### src/rtl/conv_layer_input_interface.sv
// Conv-layer input interface: fills a KxK pixel window from the feature buffer
// and emits one window column per SHIFT. Optional error flag: CONV_INPUT_INTERFACE_ERR_EN.
module conv_layer_input_interface #(
  parameter int DATA_WIDTH  = 32,
  parameter int KERNEL_SIZE = 3,
  parameter int IMAGE_SIZE  = 6,
  parameter int ADDR_WIDTH  = 6
) (
  input  logic                              clk,
  input  logic                              rst,
  input  logic [1:0]                        input_interface_cmd,
  output logic [1:0]                        input_interface_ack,
  output logic                              rd_en,
  output logic [ADDR_WIDTH-1:0]             rd_addr,
  input  logic [DATA_WIDTH-1:0]             rd_data,
  output logic [KERNEL_SIZE*DATA_WIDTH-1:0] col_data,
  output logic                              col_valid,
  output logic                              cmd_err
);

  localparam int K    = KERNEL_SIZE;
  localparam int NPRE = K * K;
  localparam int CW   = $clog2(NPRE + 1);
  localparam int KW   = (K > 1) ? $clog2(K) : 1;
  localparam int RW   = (IMAGE_SIZE > 1) ? $clog2(IMAGE_SIZE) : 1;
  localparam int NCW  = $clog2(IMAGE_SIZE + 1);

  localparam logic [1:0] CMD_IDLE    = 2'd0;
  localparam logic [1:0] CMD_PRELOAD = 2'd1;
  localparam logic [1:0] CMD_SHIFT   = 2'd2;
  localparam logic [1:0] CMD_LOAD    = 2'd3;

  localparam logic [1:0] ACK_IDLE        = 2'd0;
  localparam logic [1:0] ACK_PRELOAD_FIN = 2'd1;
  localparam logic [1:0] ACK_SHIFT_FIN   = 2'd2;
  localparam logic [1:0] ACK_LOAD_FIN    = 2'd3;

  typedef enum logic [1:0] {
    S_IDLE       = 2'd0,
    S_PRELOAD_RD = 2'd1,
    S_LOAD_RD    = 2'd2,
    S_SHIFT_OUT  = 2'd3
  } state_t;

  state_t state_q, state_d;

  logic                  iss_q, pend_q, skip_q, rd_en_q;
  logic [CW-1:0]         iss_cnt_q, cap_cnt_q, total;
  logic [KW-1:0]         iss_col_q, cap_row_q, cap_col_q;
  logic [ADDR_WIDTH-1:0] rd_addr_q;
  logic [RW-1:0]         row_base_q, win_row_q;
  logic [NCW-1:0]        next_col_q;
  logic [1:0]            ack_q, ack_d;
  logic                  col_valid_q, col_valid_d;
  logic [K*DATA_WIDTH-1:0] col_data_q, col_data_d, win_col0;
  logic [DATA_WIDTH-1:0] win_q [K][K];

  logic oor, cap_last, cap_we, shift_go;

  assign oor      = (next_col_q == NCW'(IMAGE_SIZE));
  assign total    = (state_q == S_PRELOAD_RD) ? CW'(NPRE) : CW'(K);
  assign cap_last = pend_q && (cap_cnt_q == total - 1'b1);
  assign cap_we   = pend_q && !skip_q;
  assign shift_go = (state_q == S_SHIFT_OUT);

  for (genvar gi = 0; gi < K; gi++) begin : g_col0
    assign win_col0[gi*DATA_WIDTH +: DATA_WIDTH] = win_q[gi][0];
  end

  always_ff @(posedge clk) begin
    if (rst) state_q <= S_IDLE;
    else     state_q <= state_d;
  end

  always_comb begin
    state_d = state_q;
    unique case (state_q)
      S_IDLE: begin
        case (input_interface_cmd)
          CMD_PRELOAD: state_d = S_PRELOAD_RD;
          CMD_SHIFT:   state_d = S_SHIFT_OUT;
          CMD_LOAD:    state_d = S_LOAD_RD;
          default:     state_d = S_IDLE;
        endcase
      end
      S_PRELOAD_RD, S_LOAD_RD: if (cap_last) state_d = S_IDLE;
      S_SHIFT_OUT: state_d = S_IDLE;
    endcase
  end

  always_comb begin
    ack_d       = ACK_IDLE;
    col_valid_d = 1'b0;
    col_data_d  = col_data_q;
    unique case (state_q)
      S_PRELOAD_RD: if (cap_last) ack_d = ACK_PRELOAD_FIN;
      S_LOAD_RD:    if (cap_last) ack_d = ACK_LOAD_FIN;
      S_SHIFT_OUT: begin
        ack_d       = ACK_SHIFT_FIN;
        col_valid_d = 1'b1;
        col_data_d  = win_col0;
      end
      default: ;
    endcase
  end

  // Read issue runs one cycle ahead of capture; pend_q marks the cycle rd_data is valid.
  // An out-of-range LOAD still runs the pipeline (skip_q) so its ack latency is unchanged.
  always_ff @(posedge clk) begin
    if (rst) begin
      ack_q       <= ACK_IDLE;
      col_valid_q <= 1'b0;
      col_data_q  <= '0;
      iss_q       <= 1'b0;
      pend_q      <= 1'b0;
      skip_q      <= 1'b0;
      rd_en_q     <= 1'b0;
      rd_addr_q   <= '0;
      iss_cnt_q   <= '0;
      cap_cnt_q   <= '0;
      iss_col_q   <= '0;
      cap_row_q   <= '0;
      cap_col_q   <= '0;
      row_base_q  <= '0;
      win_row_q   <= '0;
      next_col_q  <= '0;
    end else begin
      ack_q       <= ack_d;
      col_valid_q <= col_valid_d;
      col_data_q  <= col_data_d;
      pend_q      <= iss_q;

      if (iss_q) begin
        if (iss_cnt_q == total) begin
          iss_q   <= 1'b0;
          rd_en_q <= 1'b0;
        end else begin
          iss_cnt_q <= iss_cnt_q + 1'b1;
          if (state_q == S_LOAD_RD) begin
            if (!skip_q) rd_addr_q <= rd_addr_q + ADDR_WIDTH'(IMAGE_SIZE);
          end else if (iss_col_q == KW'(K-1)) begin
            iss_col_q <= '0;
            rd_addr_q <= rd_addr_q + ADDR_WIDTH'(IMAGE_SIZE - K + 1);
          end else begin
            iss_col_q <= iss_col_q + 1'b1;
            rd_addr_q <= rd_addr_q + 1'b1;
          end
        end
      end

      if (pend_q) begin
        cap_cnt_q <= cap_cnt_q + 1'b1;
        if (state_q == S_LOAD_RD || cap_col_q == KW'(K-1)) begin
          cap_col_q <= '0;
          cap_row_q <= cap_row_q + 1'b1;
        end else begin
          cap_col_q <= cap_col_q + 1'b1;
        end
      end

      if (cap_last && state_q == S_PRELOAD_RD) begin
        next_col_q <= NCW'(K);
        row_base_q <= (row_base_q == RW'(IMAGE_SIZE - K)) ? '0 : row_base_q + 1'b1;
      end
      if (cap_last && state_q == S_LOAD_RD && !skip_q)
        next_col_q <= next_col_q + 1'b1;

      if (state_q == S_IDLE && input_interface_cmd == CMD_PRELOAD) begin
        iss_q     <= 1'b1;
        rd_en_q   <= 1'b1;
        skip_q    <= 1'b0;
        rd_addr_q <= ADDR_WIDTH'(row_base_q) * ADDR_WIDTH'(IMAGE_SIZE);
        iss_cnt_q <= CW'(1);
        iss_col_q <= '0;
        cap_cnt_q <= '0;
        cap_row_q <= '0;
        cap_col_q <= '0;
        win_row_q <= row_base_q;
      end else if (state_q == S_IDLE && input_interface_cmd == CMD_LOAD) begin
        iss_q     <= 1'b1;
        rd_en_q   <= !oor;
        skip_q    <= oor;
        if (!oor)
          rd_addr_q <= ADDR_WIDTH'(win_row_q) * ADDR_WIDTH'(IMAGE_SIZE) + ADDR_WIDTH'(next_col_q);
        iss_cnt_q <= CW'(1);
        cap_cnt_q <= '0;
        cap_row_q <= '0;
        cap_col_q <= '0;
      end
    end
  end

  always_ff @(posedge clk) begin
    if (rst) begin
      for (int r = 0; r < K; r++)
        for (int c = 0; c < K; c++)
          win_q[r][c] <= '0;
    end else if (cap_we) begin
      if (state_q == S_PRELOAD_RD) begin
        win_q[cap_row_q][cap_col_q] <= rd_data;
      end else begin
        for (int c = 0; c < K-1; c++)
          win_q[cap_row_q][c] <= win_q[cap_row_q][c+1];
        win_q[cap_row_q][K-1] <= rd_data;
      end
    end else if (shift_go) begin
      for (int r = 0; r < K; r++) begin
        for (int c = 0; c < K-1; c++)
          win_q[r][c] <= win_q[r][c+1];
        win_q[r][K-1] <= win_q[r][0];
      end
    end
  end

`ifdef CONV_INPUT_INTERFACE_ERR_EN
  logic err_q;
  always_ff @(posedge clk) begin
    if (rst)
      err_q <= 1'b0;
    else if ((state_q != S_IDLE && input_interface_cmd != CMD_IDLE) ||
             (state_q == S_IDLE && input_interface_cmd == CMD_LOAD && oor))
      err_q <= 1'b1;
  end
  assign cmd_err = err_q;
`else
  assign cmd_err = 1'b0;
`endif

  assign input_interface_ack = ack_q;
  assign rd_en               = rd_en_q;
  assign rd_addr             = rd_addr_q;
  assign col_data            = col_data_q;
  assign col_valid           = col_valid_q;

endmodule
### config.mk
export PLATFORM = sky130hd
export DESIGN_NAME = conv_layer_input_interface
export DESIGN_NICKNAME = d
export VERILOG_FILES = /design/src/rtl/conv_layer_input_interface.sv
export SDC_FILE = /design/constraint.sdc
export NUM_CORES = 1
export LEC_CHECK = 0
export BUFFER_PORTS_ARGS = -buffer_cell sky130_fd_sc_hd__buf_2
export CAP_MARGIN = 20
export CORE_ASPECT_RATIO = 1.2
export CORE_UTILIZATION = 36
export CTS_CLUSTER_DIAMETER = 80
export DETAILED_ROUTE_END_ITERATION = 10
export SLEW_MARGIN = 10
export SYNTH_ARGS = -nofsm -noshare
export SYNTH_HDL_FRONTEND = slang
export SYNTH_SLANG_ARGS = --single-unit
### constraint.sdc
create_clock -name clk -period 3.2 [get_ports clk]
set_input_delay 0.48 -clock clk [delete_from_list [all_inputs] [get_ports clk]]
set_output_delay 0.48 -clock clk [all_outputs]
set_load 0.05 [all_outputs]
### Word-level counts from Yosys, hierarchy flattened

Memory sizes are Yosys's and may differ from the RTL's. A register that Yosys moved wholly into a read port is not among the register bits.
Index checks and enable logic that the tools add are counted.

* flip-flop bits (word level): 134
* RAM bits: 288
* bits of input ports: 36
* output and inout port bits: 107
* logic and storage cells: 340
* memories: 1

Memories
* win_q: depth 3, bits a word 96, read ports 4, clocked after memory_dff 1, wr ports 3, line 56 `logic [DATA_WIDTH-1:0] win_q [K][K];`

* add/sub/neg operators: 12
* multiply operators: 2
* magnitude comparators: 2
* equality and inequality tests: 14
* multiplexer cells: 158
* bitwise operators: 108
* reductions and logical operators: 24

Operator list (count)
* 32-bit two-way mux: 10
* 96-bit two-way mux: 3
* 1-bit two-way mux: 122
* 1-bit bitwise OR: 105
* 96-bit OR reduction: 1
* 32-bit demux with 2-bit select: 1
* 6-bit two-way mux: 8
* 2-bit case mux with 3 select lines: 3
* 2-bit two-way mux: 7
* 6-bit by 3-bit adder with 6-bit output, second input constant: 2
* 2-bit equality test, second input constant: 6
* 3-bit by 2-bit multiplier with 5-bit output, second input constant: 2
* 3-bit two-way mux: 3
* 4-bit by 1-bit adder with 4-bit output, second input constant: 2
* 4-bit equality test: 2
* 1-bit logical AND: 8
* 2-bit AND reduction: 4
* 2-bit by 1-bit adder with 2-bit output, second input constant: 3
* 3-bit by 1-bit adder with 3-bit output, second input constant: 2
* 6-bit by 1-bit adder with 6-bit output, second input constant: 1
* 6-bit by 3-bit adder with 6-bit output: 1
* 3-bit nonzero test: 2
* 2-bit by 1-bit equality test with 1-bit output, second input constant: 2
* 4-bit two-way mux: 1
* 16 further kinds: 19

### Longest topological paths before layout

Gate-level depths: netlist (run 1).

* depth after elaboration: 9
* gate-level depth with buffers: 9
* depth with buffers taken out: 7

### Worst setup path before layout (run 1)

No wires, ideal clock.

* kind: register -> register
* from: reg pend_q
* to: mem win_q[1][0] (netlist bit), enable pin
* setup time: 0.394 ns
* data arrival time: 2.135 ns
* data required time: 2.806 ns
* slack: 0.671 ns
* stages on the path, launching flop included: 9
* buffers on the path: 3
* period minus slack after synthesis: 2.529 ns
* path through: dfxtp_1 -> buf_4 -> nand2b_4 -> or2_4 -> a21oi_2 -> and2_1 -> buf_2 -> buf_4 -> nand2b_1

RTL lines
* start, declared: line 47 `logic iss_q, pend_q, skip_q, rd_en_q;`
* start signal, assigned: line 131 `pend_q <= iss_q;`
* end, declared: line 56

==> reports/qor.txt, run 1 <==
Synth top area share = 0.478
Lkg Pwr = 0.00935 uW
Final clock skew = 0.0304 ns
Max Slew Vio Count = 0
Die width = 228 um
Worst Setup SP = state_q[0]
Vias per std cell = 5.43
Total power of the final layout = 14500 uW
Deepest level of the CTS H-tree = 2
Global-route wire length before repair = 92000 um
Clock root buffer = clkbuf_16
Clock Pin Slew Worst Setup and Hold Paths = 0.06 ns
Syn Inst Count = 1690
Cell area after synthesis = 0.0221 sq mm
Estimated wirelength of the detail-placed design = 38000 um
Worst-path fanout max = 124
Via count = 14477
Remaining design rule violation count = 0
Placed Area = 0.0239 sq mm
Outcome = completed
Sequential share of the synthesized area = 0.600
EDFF count, synth = 352
Clock tree from TritonCTS = done
Least-Margin Pin Slew = 1.06 ns
Largest area contributor in the synthesized netlist = edfxtp_1
Mean cell area of the mapped netlist = 13.1 sq um
Kind of cell with the highest combined delay on the critical path = simple AND/OR/NAND/NOR gates
Post-Syn Nets = 1760
Hold Vio Cnt, Final = 0
Number of max-cap violations = 0
Layout overhead on the synthesized area = 15.6%
Worst-case setup slack after placement = 0.599 ns
Final total negative setup slack = 0 ns
Clk sink count = 488
Series of cell instances along the critical path = ha_4 > nor2b_1 > and2_4 > buf_12 > nand2_1 > o21ai_0
Element type at the critical path end = register
Critical path required time = 3.61 ns
Final design instance area without fill = 0.0256 sq mm
Total routing resource utilization after global routing = 0.195
Starting Density = 0.364
Routed wirelength normalized by instance count = 23.0 um
Routability Congestion = 0.840
Final worst-path cycle share = 0.769
Vias in the first global route = 14498
Number of fill cells in the layout = 5542
Number of flip-flops and latches in the synthesized netlist = 488
Prevailing post-synth register cell = edfxtp_1
Longest Clk Path Bufs = 3
Delay of the slowest critical-path stage = 0.50 ns
Die area = 0.0625 sq mm
Post-CTS resize count = 0
Classification of the worst-slack hold path = input port to register
Minimum setup slack among reg-to-reg paths = 0.74 ns
Antenna violations before repair = 8
Share of async-settable or async-resettable flops after synthesis = 0
Smallest setup slack after layout = 0.738 ns
CP max stage cell = buf_12
Pin count of the biggest net entering global routing = 125
Total power density per cell area = 568 mW/mm^2
Category of the most critical setup path = register to register
Number of buffers added for setup after CTS = 0
Number of port buffers = 141
Min Clock Period, post-route = 2.46 ns
Core box area = 0.0608 sq mm
Data arrival time of the critical path = 2.87 ns
Final antenna-violating net count = 0
Layout net count = 1885
Top-level port count = 143
Worst r2r dst = win_q[0][89]
Top post-synthesis cells by area = edfxtp_1 (48%), dfxtp_1 (12%), mux4_2 (6.5%), mux2i_1 (6.2%), nand2_1 (3.9%)
Global-route congestion overflow total = 0
Unrepaired setup endpoints after global routing = no
Clock buffer count from CTS = 51
Total buffers and inverters traversed by the critical path = 1
Number of cells traversed by the worst hold path = 2
Vertical die dimension = 274 um
Achievable Freq = 406 MHz
Fraction of layout instances using a drive strength above 1 = 0.217
Number of buffers added to fix hold violations after cts = 0
IR Drop Worst-Case VDD = 0.353 mV
Number of DRC violations after detailed-routing iteration 0 = 1238
Worst Hold Path EP = col_data[31]
Post-synth cell types = 62
Aggregate routed wire length = 61300 um
Placement Rows = 99
Worst setup SP type = register
Remaining max-slew budget at the tightest pin = 0.296
Hold Startpoint = rst
R2R cell count = 6
Yosys Warn Count = 0
Startpoint of the worst-slack reg-to-reg timing path = state_q[0]
Number of search-and-repair iterations in the first detailed-routing pass = 5
Worst-Skew Late Latency = 0.62 ns
Final Setup Violations = 0
## Yosys cell counts (18+ instances only)
library cell and instances:
a21oi_1 18, a22o_1 97, buf_2 48, clkbuf_1 44, dfxtp_1 136, edfxtp_1 352
ha_1 31, inv_1 53, mux2i_1 137, mux2i_4 30, mux4_2 64, nand2_1 229
nor2_1 121, o21ai_0 108, o21ai_1 87
## placed cells by master (no fill, tap or decap), drive strengths merged, types with 5 or more instances in the layout
cell type	count
nand3	5
inv	56
nor2	122
clkbuf	77
nand2	229
a21oi	21
dfxtp	136
edfxtp	352
nand2b	8
xnor2	7
o21ai	203
a22o	97
ha	31
and2	7
clkinv	11
buf	188
mux4	64
mux2i	167
nor3	8
or3	5
xor2	7
## cells by family after synthesis
group / count (synthesis) / synth area share
AO/OA/AOI/OAI: 352 / 0.103
XOR/XNOR: 14 / 0.00554
adder cells (fa/ha/maj): 34 / 0.0202
buffers and inverters: 169 / 0.0371
flip-flops: 488 / 0.600
multiplexers: 231 / 0.158
other: 1 / 0.000169
AND/OR/NAND/NOR: 401 / 0.0759
## cell type report
cell class	count	area [sq um]	share of cell area
Clock inverter	19	221	0.00866
Inverter	53	199	0.00778
Clock buffer	77	1480	0.0577
Sequential cell	488	13300	0.520
Antenna cell	2	5.00	0.000196
Tap cell	808	1010	0.0395
Timing Repair Buffer	188	1290	0.0503
Multi-Input combinational cell	1033	8090	0.316
## per-stage QoR
stage                     utilization  hold WS [ns]  instances
after floorplan                     -         0.458       1690
after global placement          0.393         0.469       2569
after detailed placement        0.393         0.476       2569
after CTS                       0.420        0.0855       2665
after global routing            0.421         0.123       2668
final                           0.421         0.130       2668
## layer usage
metal,vias to the layer above,part of all wire,GRT usage
li1,6512,-,-
met1,7327,0.42,0.253
met2,516,0.49,0.327
met3,110,0.065,0.0382
met4,12,0.027,0.0625
met5,-,0.0012,0
## worst max-delay path by stage
stage                              end  cells after the start  slack [ns]
after floorplan            win_q[1][0]                      8        0.67
after global placement     win_q[2][6]                      4        0.62
after detailed placement   win_q[2][6]                      4        0.60
after CTS                  win_q[2][7]                      4        0.56
after global routing      win_q[1][89]                      6        0.57
final                     win_q[0][89]                      6        0.74
## registers in the layout, summed over array words and instances, names as in the netlist, 2 cells and up, named ones only
register / flops
rd_addr: 6
col_data: 96
input_interface_ack: 2
win_q: 352
cap_col_q: 2
next_col_q: 3
win_row_q: 3
cap_cnt_q: 4
iss_col_q: 2
row_base_q: 3
cap_row_q: 2
iss_cnt_q: 4
state_q: 2
## worst reg2reg max path, cell delays in order, from the launching register on
cell and delay, ns:
dfxtp_1 0.43, ha_4 0.34, nor2b_1 0.22, and2_4 0.47, buf_12 0.51, nand2_1 0.15
o21ai_0 0.15
## power by group
group / leakage (uW) / internal (uW) / switching, uW
clock: 0.000826 / 3460 / 2620
combinational: 0.00386 / 417 / 758
sequential: 0.00466 / 7060 / 213
total: 0.00935 / 10900 / 3590
Note: power is estimated with default switching activity, not from simulation.
==> run 2, diff against run 1 <==
==> constraint.sdc (replaced) <==
create_clock -name clk -period 2.35 [get_ports clk]
set_input_delay 0.3525 -clock clk [delete_from_list [all_inputs] [get_ports clk]]
set_output_delay 0.3525 -clock clk [all_outputs]
set_load 0.05 [all_outputs]
==> run 2 against run 1 <==
Clock skew shrank 0.011 ns. Non-clock buffer count grew 28. Via count grew 1.8%. Sequential share of layout area shrank 0.69 points. Clock power grew 37%. Utilization grew 0.57 points. Sequential power grew 36%. Clock-buffer cell count shrank 6. First-iteration DRC count shrank 0.81%. Critical path type unchanged. Critical endpoint is now win_q[2][53].
==> reports/qor.txt, run 2 (synthesized netlist as in run 1, its figures left out) <==
Die area = 0.0625 sq mm (unchanged)
Die width = 228 um (unchanged)
Register with the highest flop count = win_q
Clock Pin Slew Worst Setup and Hold Paths = 0.06 ns (about the same)
Worst-Skew Late Latency = 0.61 ns (about the same)
Least-Margin Pin Slew = 0.601 ns (-0.455 ns)
Global-route congestion overflow total = 0 (unchanged)
Global-route wire length before repair = 93500 um (+1.7%)
IR Drop Worst-Case VDD = 0.497 mV (+41%)
Element type at the critical path end = register
Aggregate routed wire length = 62000 um (+1.1%)
Number of DRC violations after detailed-routing iteration 0 = 1228 (-0.81%)
Vertical die dimension = 274 um (unchanged)
Number of fill cells in the layout = 5590 (+0.87%)
Routability Congestion = 0.847 (+0.80%)
Number of port buffers = 141 (unchanged)
Clock root buffer = clkbuf_16
Clock tree from TritonCTS = done
Outcome = completed
Flip-flop count of the largest register after layout = 352 (unchanged)
Final worst-path cycle share = 0.926 (+0.156)
Min Clock Period, post-route = 2.18 ns (-0.286 ns)
Worst-path fanout max = 36 (-71%)
Category of the most critical setup path = register to register
Estimated wirelength of the detail-placed design = 38200 um (+0.69%)
Most frequent cells in the layout = edfxtp_1 (352), nand2_1 (217), buf_2 (140), mux2i_1 (136), dfxtp_1 (134)
Deepest level of the CTS H-tree = 2 (unchanged)
Classification of the worst-slack hold path = input port to register
Final total negative setup slack = 0 ns (unchanged)
Post-Layout Cell Count = 2697 (+1.1%)
Clock buffer count from CTS = 52 (+2.0%)
Hold Vio Cnt, Final = 0 (unchanged)
Number of cells traversed by the worst hold path = 1 (-1)
Layout net count = 1914 (+1.5%)
Total power density per cell area = 767 mW/mm^2 (+35%)
Finished Core Util = 0.426 (+0.00570)
Longest Clk Path Bufs = 3 (unchanged)
Antenna violations before repair = 5 (-3)
Layout overhead on the synthesized area = 17.1%
Routed wirelength normalized by instance count = 23.0 um (about the same)
Final design instance area without fill = 0.0259 sq mm (+1.4%)
Number of buffers added for setup after CTS = 0 (unchanged)
Worst setup SP type = register
Data arrival time of the critical path = 2.53 ns (-0.34 ns)
Total routing resource utilization after global routing = 0.198 (+0.00289)
Top-level port count = 143 (unchanged)
Lkg Pwr = 0.00952 uW (+1.8%)
Remaining max-slew budget at the tightest pin = 0.599 (+0.303)
Vias in the first global route = 14723 (+1.6%)
Clk sink count = 488 (unchanged)
Critical path required time = 2.70 ns (-0.91 ns)
Starting Density = 0.364 (unchanged)
Max Slew Vio Count = 0 (unchanged)
Final antenna-violating net count = 0 (unchanged)
Achievable Freq = 460 MHz (+13%)
Count of placed standard cells including taps = 2595 (+1.0%)
Via count = 14737 (+1.8%)
Placed Area = 0.0242 sq mm (+1.2%)
R2R cell count = 5 (-1)
Core box area = 0.0608 sq mm (unchanged)
Remaining design rule violation count = 0 (unchanged)
Vias per std cell = 5.46 (+0.70%)
Final Setup Violations = 0 (unchanged)
Number of search-and-repair iterations in the first detailed-routing pass = 5 (unchanged)
Placement Rows = 99 (unchanged)
Unrepaired setup endpoints after global routing = no
Fraction of layout instances using a drive strength above 1 = 0.228 (+0.0114)
Most frequent standard cell in the layout excluding fill and tap cells = edfxtp_1
Pin count of the biggest net entering global routing = 120 (-4.0%)
Number of max-cap violations = 0 (unchanged)
Final clock skew = 0.0190 ns (-0.0114 ns)
-- run 2: path summary, 6_finish.rpt --
check	startpoint	to	slack, ns
setup / recovery	state_q[0]	win_q[2][53]	0.17
hold / removal	rd_data[8]	win_q[3][8]	0.05
hold reg to reg	win_row_q[0]	win_row_q[0]	0.49
setup reg to reg	state_q[0]	win_q[2][53]	0.17
-- run 2: report_power, final --
part	internal, uW	switching [uW]
clock	4760	3570
combinational	615	1060
sequential	9620	273
total	15000	4910
-- run 2: final cells by class --
type / count / area, sq um / share of cell area
Clock inverter: 27 / 284 / 0.0110
Antenna cell: 1 / 2.50 / 0.0000965
Sequential cell: 488 / 13300 / 0.513
Inverter: 53 / 199 / 0.00767
Tap cell: 808 / 1010 / 0.0390
Timing Repair Buffer: 216 / 1610 / 0.0621
Multi-Input combinational cell: 1033 / 8090 / 0.312
Clock buffer: 71 / 1430 / 0.0552
-- run 2: repair_timing --
item                       CTS  global route
setup endpoints to repair    0             3
resized for setup            0             2
hold endpoints to repair     3             0
hold buffers                 3             0
-- run 2: stage by stage --
stage          power [uW]  setup slack (ns)  hold slack, ns
2_1_floorplan       11100          -0.00156           0.432
3_3_place_gp        11700             0.237           0.470
3_5_place_dp        11700             0.163           0.477
4_1_cts             20100             0.177          0.0101
5_1_grt             20600            0.0548          0.0307
6_report            19900             0.175          0.0481
-- run 2: per-layer routing --
layer,GRT usage,wire length (um),up-vias
li1,-,-,6589
met1,0.257,25300,7451
met2,0.331,30100,586
met3,0.0450,5090,103
met4,0.0556,1450,8
met5,0,54,-
-- run 2: critical path, stage by stage (launching register included) --
cell     delay [ns]
dfxtp_1        0.35
ha_1           0.32
or3_4          0.47
buf_16         0.25
mux2i_2        0.32
o21ai_0        0.13
